File: src/rtl/main_control_fsm.sv
// Multicycle MIPS main control FSM: sequences fetch/decode/execute/memory/writeback
// and drives every datapath select, strobe and the 2-bit ALUOp code.
module main_control_fsm #(
    parameter logic [5:0] OP_RTYPE = 6'b000000,
    parameter logic [5:0] OP_LW    = 6'b100011,
    parameter logic [5:0] OP_SW    = 6'b101011,
    parameter logic [5:0] OP_BEQ   = 6'b000100,
    parameter logic [5:0] OP_J     = 6'b000010
) (
    input  logic       clk,
    input  logic       reset,
    input  logic [5:0] opcode,
    input  logic [5:0] funct,
    input  logic       mem_ready,
    output logic       PCWrite,
    output logic       PCWriteCond,
    output logic       IorD,
    output logic       MemRead,
    output logic       MemWrite,
    output logic       MemtoReg,
    output logic       IRWrite,
    output logic       ALUSrcA,
    output logic       RegWrite,
    output logic       RegDst,
    output logic [1:0] PCSource,
    output logic [1:0] ALUSrcB,
    output logic [1:0] ALUOp,
    output logic [3:0] state
);

    typedef enum logic [3:0] {
        StFetch     = 4'd0,
        StDecode    = 4'd1,
        StMemAdr    = 4'd2,
        StMemRead   = 4'd3,
        StMemWb     = 4'd4,
        StMemWrite  = 4'd5,
        StExecute   = 4'd6,
        StRComplete = 4'd7,
        StBranch    = 4'd8,
        StJump      = 4'd9
    } state_e;

    state_e state_q, state_d;

    always_ff @(posedge clk or posedge reset) begin
        if (reset) begin
            state_q <= StFetch;
        end else begin
            state_q <= state_d;
        end
    end

    assign state = state_q;

    always_comb begin
        state_d     = state_q;
        PCWrite     = 1'b0;
        PCWriteCond = 1'b0;
        IorD        = 1'b0;
        MemRead     = 1'b0;
        MemWrite    = 1'b0;
        MemtoReg    = 1'b0;
        IRWrite     = 1'b0;
        ALUSrcA     = 1'b0;
        RegWrite    = 1'b0;
        RegDst      = 1'b0;
        PCSource    = 2'b00;
        ALUSrcB     = 2'b00;
        ALUOp       = 2'b00;

        case (state_q)
            StFetch: begin
                MemRead = 1'b1;
                ALUSrcB = 2'b01;
                // IR and PC load only on the cycle the instruction word arrives
                IRWrite = mem_ready;
                PCWrite = mem_ready;
                if (mem_ready) state_d = StDecode;
            end
            StDecode: begin
                ALUSrcB = 2'b11;
                if (opcode == OP_LW || opcode == OP_SW) begin
                    state_d = StMemAdr;
                end else if (opcode == OP_RTYPE) begin
                    state_d = StExecute;
                end else if (opcode == OP_BEQ) begin
                    state_d = StBranch;
                end else if (opcode == OP_J) begin
                    state_d = StJump;
                end else begin
                    state_d = StFetch;
                end
            end
            StMemAdr: begin
                ALUSrcA = 1'b1;
                ALUSrcB = 2'b10;
                state_d = (opcode == OP_SW) ? StMemWrite : StMemRead;
            end
            StMemRead: begin
                MemRead = 1'b1;
                IorD    = 1'b1;
                if (mem_ready) state_d = StMemWb;
            end
            StMemWb: begin
                RegWrite = 1'b1;
                MemtoReg = 1'b1;
                state_d  = StFetch;
            end
            StMemWrite: begin
                MemWrite = 1'b1;
                IorD     = 1'b1;
                if (mem_ready) state_d = StFetch;
            end
            StExecute: begin
                ALUSrcA = 1'b1;
                // sll/srl take the dedicated shift ALUOp
                ALUOp   = (funct == 6'b000000 || funct == 6'b000010) ? 2'b11 : 2'b10;
                state_d = StRComplete;
            end
            StRComplete: begin
                RegWrite = 1'b1;
                RegDst   = 1'b1;
                state_d  = StFetch;
            end
            StBranch: begin
                ALUSrcA     = 1'b1;
                ALUOp       = 2'b01;
                PCWriteCond = 1'b1;
                PCSource    = 2'b01;
                state_d     = StFetch;
            end
            StJump: begin
                PCWrite  = 1'b1;
                PCSource = 2'b10;
                state_d  = StFetch;
            end
            default: state_d = StFetch;
        endcase

        // state_q already reads FETCH under reset, so its strobes must be masked
        if (reset) begin
            PCWrite     = 1'b0;
            PCWriteCond = 1'b0;
            IorD        = 1'b0;
            MemRead     = 1'b0;
            MemWrite    = 1'b0;
            MemtoReg    = 1'b0;
            IRWrite     = 1'b0;
            ALUSrcA     = 1'b0;
            RegWrite    = 1'b0;
            RegDst      = 1'b0;
            PCSource    = 2'b00;
            ALUSrcB     = 2'b00;
            ALUOp       = 2'b00;
        end
    end

endmodule
File: config.mk
export PLATFORM = sky130hd
export DESIGN_NAME = main_control_fsm
export DESIGN_NICKNAME = d
export VERILOG_FILES = /design/src/rtl/main_control_fsm.sv
export SDC_FILE = /design/constraint.sdc
export NUM_CORES = 1
export LEC_CHECK = 0
export BUFFER_PORTS_ARGS = -buffer_cell sky130_fd_sc_hd__buf_2
export CELL_PAD_IN_SITES_DETAIL_PLACEMENT = 1
export CELL_PAD_IN_SITES_GLOBAL_PLACEMENT = 1
export CORE_MARGIN = 1.5
export CORE_UTILIZATION = 29
export CTS_CLUSTER_SIZE = 8
export DETAILED_ROUTE_END_ITERATION = 6
export GPL_TIMING_DRIVEN = 0
export PLACE_DENSITY_LB_ADDON = 0.12
export SYNTH_ARGS = -nofsm -noshare
export SYNTH_HDL_FRONTEND = slang
export SYNTH_SLANG_ARGS = --single-unit
export TNS_END_PERCENT = 20
File: constraint.sdc
create_clock -name clk -period 4.5 [get_ports clk]
set_clock_uncertainty 0.2 [all_clocks]
set_input_delay 0.9 -clock clk [delete_from_list [all_inputs] [get_ports clk]]
set_output_delay 0.9 -clock clk [all_outputs]
set_load 0.1 [all_outputs]
# Word-level counts from Yosys, hierarchy flattened
# Index checks and enable logic that the tools add are counted.
dict set report word_totals {
  out_inout_bits 20
  input_bits 15
  word_cells 64
  regBits 4
}
dict set report op_classes {
  n_mux 36
  n_eq_ne 17
  reduce_logical 10
}
# cell count
set ops {}
lappend ops {{$mux 4} 7}
lappend ops {{$pmux 4 s6} 1}
lappend ops {{$mux 1} 20}
lappend ops {{$eq 4x3->1 const B} 4}
lappend ops {{$eq 6x2->1 const B} 2}
lappend ops {{$eq 6x6->1 const B} 2}
lappend ops {{$logic_not 6->1} 2}
lappend ops {{$eq 4x2->1 const B} 2}
lappend ops {{$eq 4x4->1 const B} 2}
lappend ops {{$pmux 2 s2} 2}
lappend ops {{$eq 6x3->1 const B} 1}
lappend ops {{$mux 2} 3}
lappend ops {{$ne 2x2->1 const B} 3}
lappend ops {{$pmux 2 s3} 1}
lappend ops {{$reduce_or 2->1} 3}
lappend ops {{$eq 4x1->1 const B} 1}
lappend ops {{$logic_not 4->1} 1}
lappend ops {{$mux 3} 1}
lappend ops {{$reduce_and 3->1} 1}
lappend ops {{$reduce_or 3->1} 1}
lappend ops {{$logic_or 1x1->1} 2}
lappend ops {{$pmux 1 s2} 1}

# Longest topological paths before layout
dict set report depth {
  depth_word 6
  mapped_depth 4
  ltp_nobuf 3
}

# Worst setup path after synthesis
# OpenSTA, ideal clock, no wires.
dict set report synth_path {
  path_kind {flip-flop to output port}
  startpoint {reg state_q[1] (netlist: state[1])}
  endpoint {out IorD}
  setup_slack_ps -998
  path_stages_with_launch 4
  arrival_time_ps 4398
  path_buffers 1
  cell_sequence {dfrtp_1 > buf_4 > xnor2_1 > nor4b_1}
}
dict set report synth_between {
  elab_chain_len 4
  elab_cells_between_ends 5
}
# item line_no
set synth_lines {}
lappend synth_lines {{start: declaration} 44} ;# state_e state_q, state_d;
lappend synth_lines {{start signal: assignment} 48} ;# state_q <= StFetch;
lappend synth_lines {{start signal: assignment} 50} ;# state_q <= state_d;
lappend synth_lines {{$eq 4x3->1 / $eq 4x2->1 (equally long branches)} 72} ;# case (state_q)
lappend synth_lines {{$reduce_or 2->1 (no line) (*)} -}
lappend synth_lines {{$mux 1 (*)} 72}
lappend synth_lines {{$mux 1 (*)} 142} ;# if (reset) begin
lappend synth_lines {{end: declaration} 17} ;# output logic IorD,
# Every way passes the cells marked *; elsewhere a longest branch is shown, timed or not.

# Final worst setup path
dict set report layout_path {
  startpoint {in reset}
  endpoint {out ALUOp[0]}
}
dict set report layout_between {
  elab_chain_len 1
}
# item line_no
set layout_lines {}
lappend layout_lines {{start: declaration} 11} ;# input logic reset,
lappend layout_lines {{$mux 2} 142}
lappend layout_lines {{end: declaration} 27} ;# output logic [1:0] ALUOp,
# No other way between the ends.

==> results.md <==
* Status: complete, no violations
* Reg-to-Reg End: state[0]$_DFFE_PP0P_
* CTS tree: built
* CP arrival at 1950 ps
* Finish-stage setup viols at 0
* Most common cell on crit path: buf_2
* Max_cap viols at 0
* Post-route ant nets at 0
* Hold Path Class: in -> async
* Largest register FFs at 4
* Commonest non-fill, non-tap cell in the layout: buf_2
* WL/cell at 11.8 um
* Worst-Margin Slew at 488 ps
* Share of the yosys chip area belonging to registers at 19.1%
* Fmax achieved at 328 MHz
* Via count at 613
* CP Launch Type: input pin
* Die X-Extent at 45.5 um
* Fill count at 230
* Unrepaired setup endpoints after global routing: false
* Final Max Tran Viols at 0
* Initial antenna violation count at 0
* First-pass DRT Iterations at 2
* Clock transition at path regs at 40 ps
* Core box area at 1710 sq um
* CTS buffer count at 3
* Antenna Cells at 0
* DRC at 0
* Main synth FF type: dfrtp_1
* Clock Sinks at 4
* Die Footprint at 2070 sq um
* Yosys warning count at 0
* P&R area growth vs syn at 42.0%
* Vias in the first global route at 550
* HPWL Detailed at 1200 um
* R2r setup slk at 2990 ps
* R2R depth at 4
* Syn Nets at 79
* Ports at 35
* Leakage at 0.378 nW
* Worst path required time at 3400 ps
* Clk root buf: clkbuf_4
* Final WL at 1470 um
* Setup Buffers After CTS at 0
* Distinct cells, synth at 36
* # rows at 15
* Initial DRC count at 4
* Crit-path max cell delay at 410 ps
* Layout cells sized above 1 at 51.5%
* Final hold violation count at 0
* Post-CTS Resized at 0
* GR Overflow Total at 0
* Crit Path Max Fanout at 10
* Skew-Pair Late Insertion Delay at 230 ps
* First-pass GRT wire length at 2350 um
* Largest net degree at the start of global routing at 11
* Cells after synthesis at 64
* Crit share post-route at 67.7%
* Fin util at 43.6%
* Min cycle time layout at 3050 ps
* Reg2reg start: state[2]$_DFFE_PP0P_
* CP Class: in -> out
* Commonest non-fill, non-tap cells in the layout: buf_2 (35), nor2_1 (6), and3_1 (4), nor4_1 (4), dfrtp_1 (4)
* Setup WS pre-CTS at 1440 ps
* Pwr dens at 411 nW/um^2
* Vias per inst at 4.94
* Post-layout net count at 116
* Post-Synthesis Mean Instance Area at 8.19 sq um
* GRT Total Usage at 15.2%
* Yosys reg bits at 4
* Hold buffer count at cts at 0
* Max stage delay cell, worst path: buf_2
* CTS Buffer Depth at 2
* CP endpoint kind: output port
* H-tree depth at 1
* Post-synth EDFFs at 0
* Post-synthesis cell area at 524 sq um
* IO Port Bufs at 32
* Gpl congestion at 0.773
* Worst setup slack after layout at 1450 ps
* Initial Util at 30.7%
* Die H at 45.5 um
* Async SR Flop Fraction at 100%
* VDD IR max at 0.000122 V
* Worst slew margin at 67.7%
* Cell Chain, Critical Path: buf_2 -> nor3_1 -> and2_1 -> a31o_2 -> buf_2
==> through the flow <==
stage | power [mW] | hold WS, ps | TNS [ps] | instances | instance area (sq um)
2_1_floorplan | 0.229 | 642 | -2350 | 64 | 531
3_3_place_gp | 0.263 | 514 | 0 | 121 | 722
3_5_place_dp | 0.264 | 533 | 0 | 121 | 722
4_1_cts | 0.309 | 443 | 0 | 124 | 744
5_1_grt | 0.324 | 456 | 0 | 124 | 744
6_report | 0.306 | 439 | 0 | 124 | 744
==> cells in the mapped netlist (all sizes together) (2+ instances only) <==
cell type / instances / area (sq um)
buf: 6 / 41.3
nor2: 6 / 22.5
and3: 5 / 32.5
nor3: 5 / 35.0
nor4: 5 / 46.3
dfrtp: 4 / 100
nand2: 3 / 11.3
xnor2: 3 / 26.3
a21oi: 2 / 10.0
inv: 2 / 7.51
nor3b: 2 / 31.3
o211ai: 2 / 15.0
o21ai: 2 / 10.0
or2: 2 / 12.5
==> critical path, delay by kind of cell <==
kind / cells / cell delay [ps]
and+or+nand+nor: 2 / 370
AOI/OAI and AO/OA: 1 / 100
buffers and inverters: 2 / 570
==> final cells by class <==
class	instances	area, sq um	share of cell area, %
buffer	6	41.3	5.55
tap	25	31.3	4.20
timing repair buffer	32	160	21.5
inverter	2	7.51	1.01
clock buffer	3	22.5	3.03
sequential	4	100	13.4
multi-input combinational	52	382	51.3
==> power breakdown <==
part | internal [mW] | total (mW) | switching (mW)
sequential | 0.0412 | 0.0471 | 0.00588
clock | 0.0297 | 0.0424 | 0.0127
combinational | 0.0490 | 0.216 | 0.167
==> how the worst max path moves through the flow <==
| stage | from | end | slack [ps] |
|---|---|---|---|
| after floorplan | state[0]$_DFFE_PP0P_ | MemWrite | -810 |
| after global routing | reset | ALUOp[0] | 1300 |
| after global placement | reset | PCSource[0] | 1440 |
| after detailed placement | reset | ALUOp[0] | 1440 |
| after CTS | reset | ALUOp[0] | 1440 |
| final | reset | ALUOp[0] | 1450 |
==> layer usage <==
metal / share of wire, % / wire [um] / track usage, % / vias to the layer above
met2: 49 / 713 / 26.8 / 19
li1: - / - / - / 309
met5: 0 / 0 / 0 / -
met1: 47 / 696 / 19.9 / 285
met4: 0 / 0 / 3.53 / 0
met3: 3.9 / 57 / 1.19 / 0
==> cells by family (layout without fill, tap and decap cells) <==
group                  after synthesis  count (layout)  share of synthesized area, %
AND/OR/NAND/NOR                     39              39                          53.9
buffers and inverters                8              43                          9.31
XOR/XNOR                             3               3                          5.01
flip-flops                           4               4                          19.1
AO/OA/AOI/OAI                       10              10                          12.6
Power figures use the tool's default switching activity.
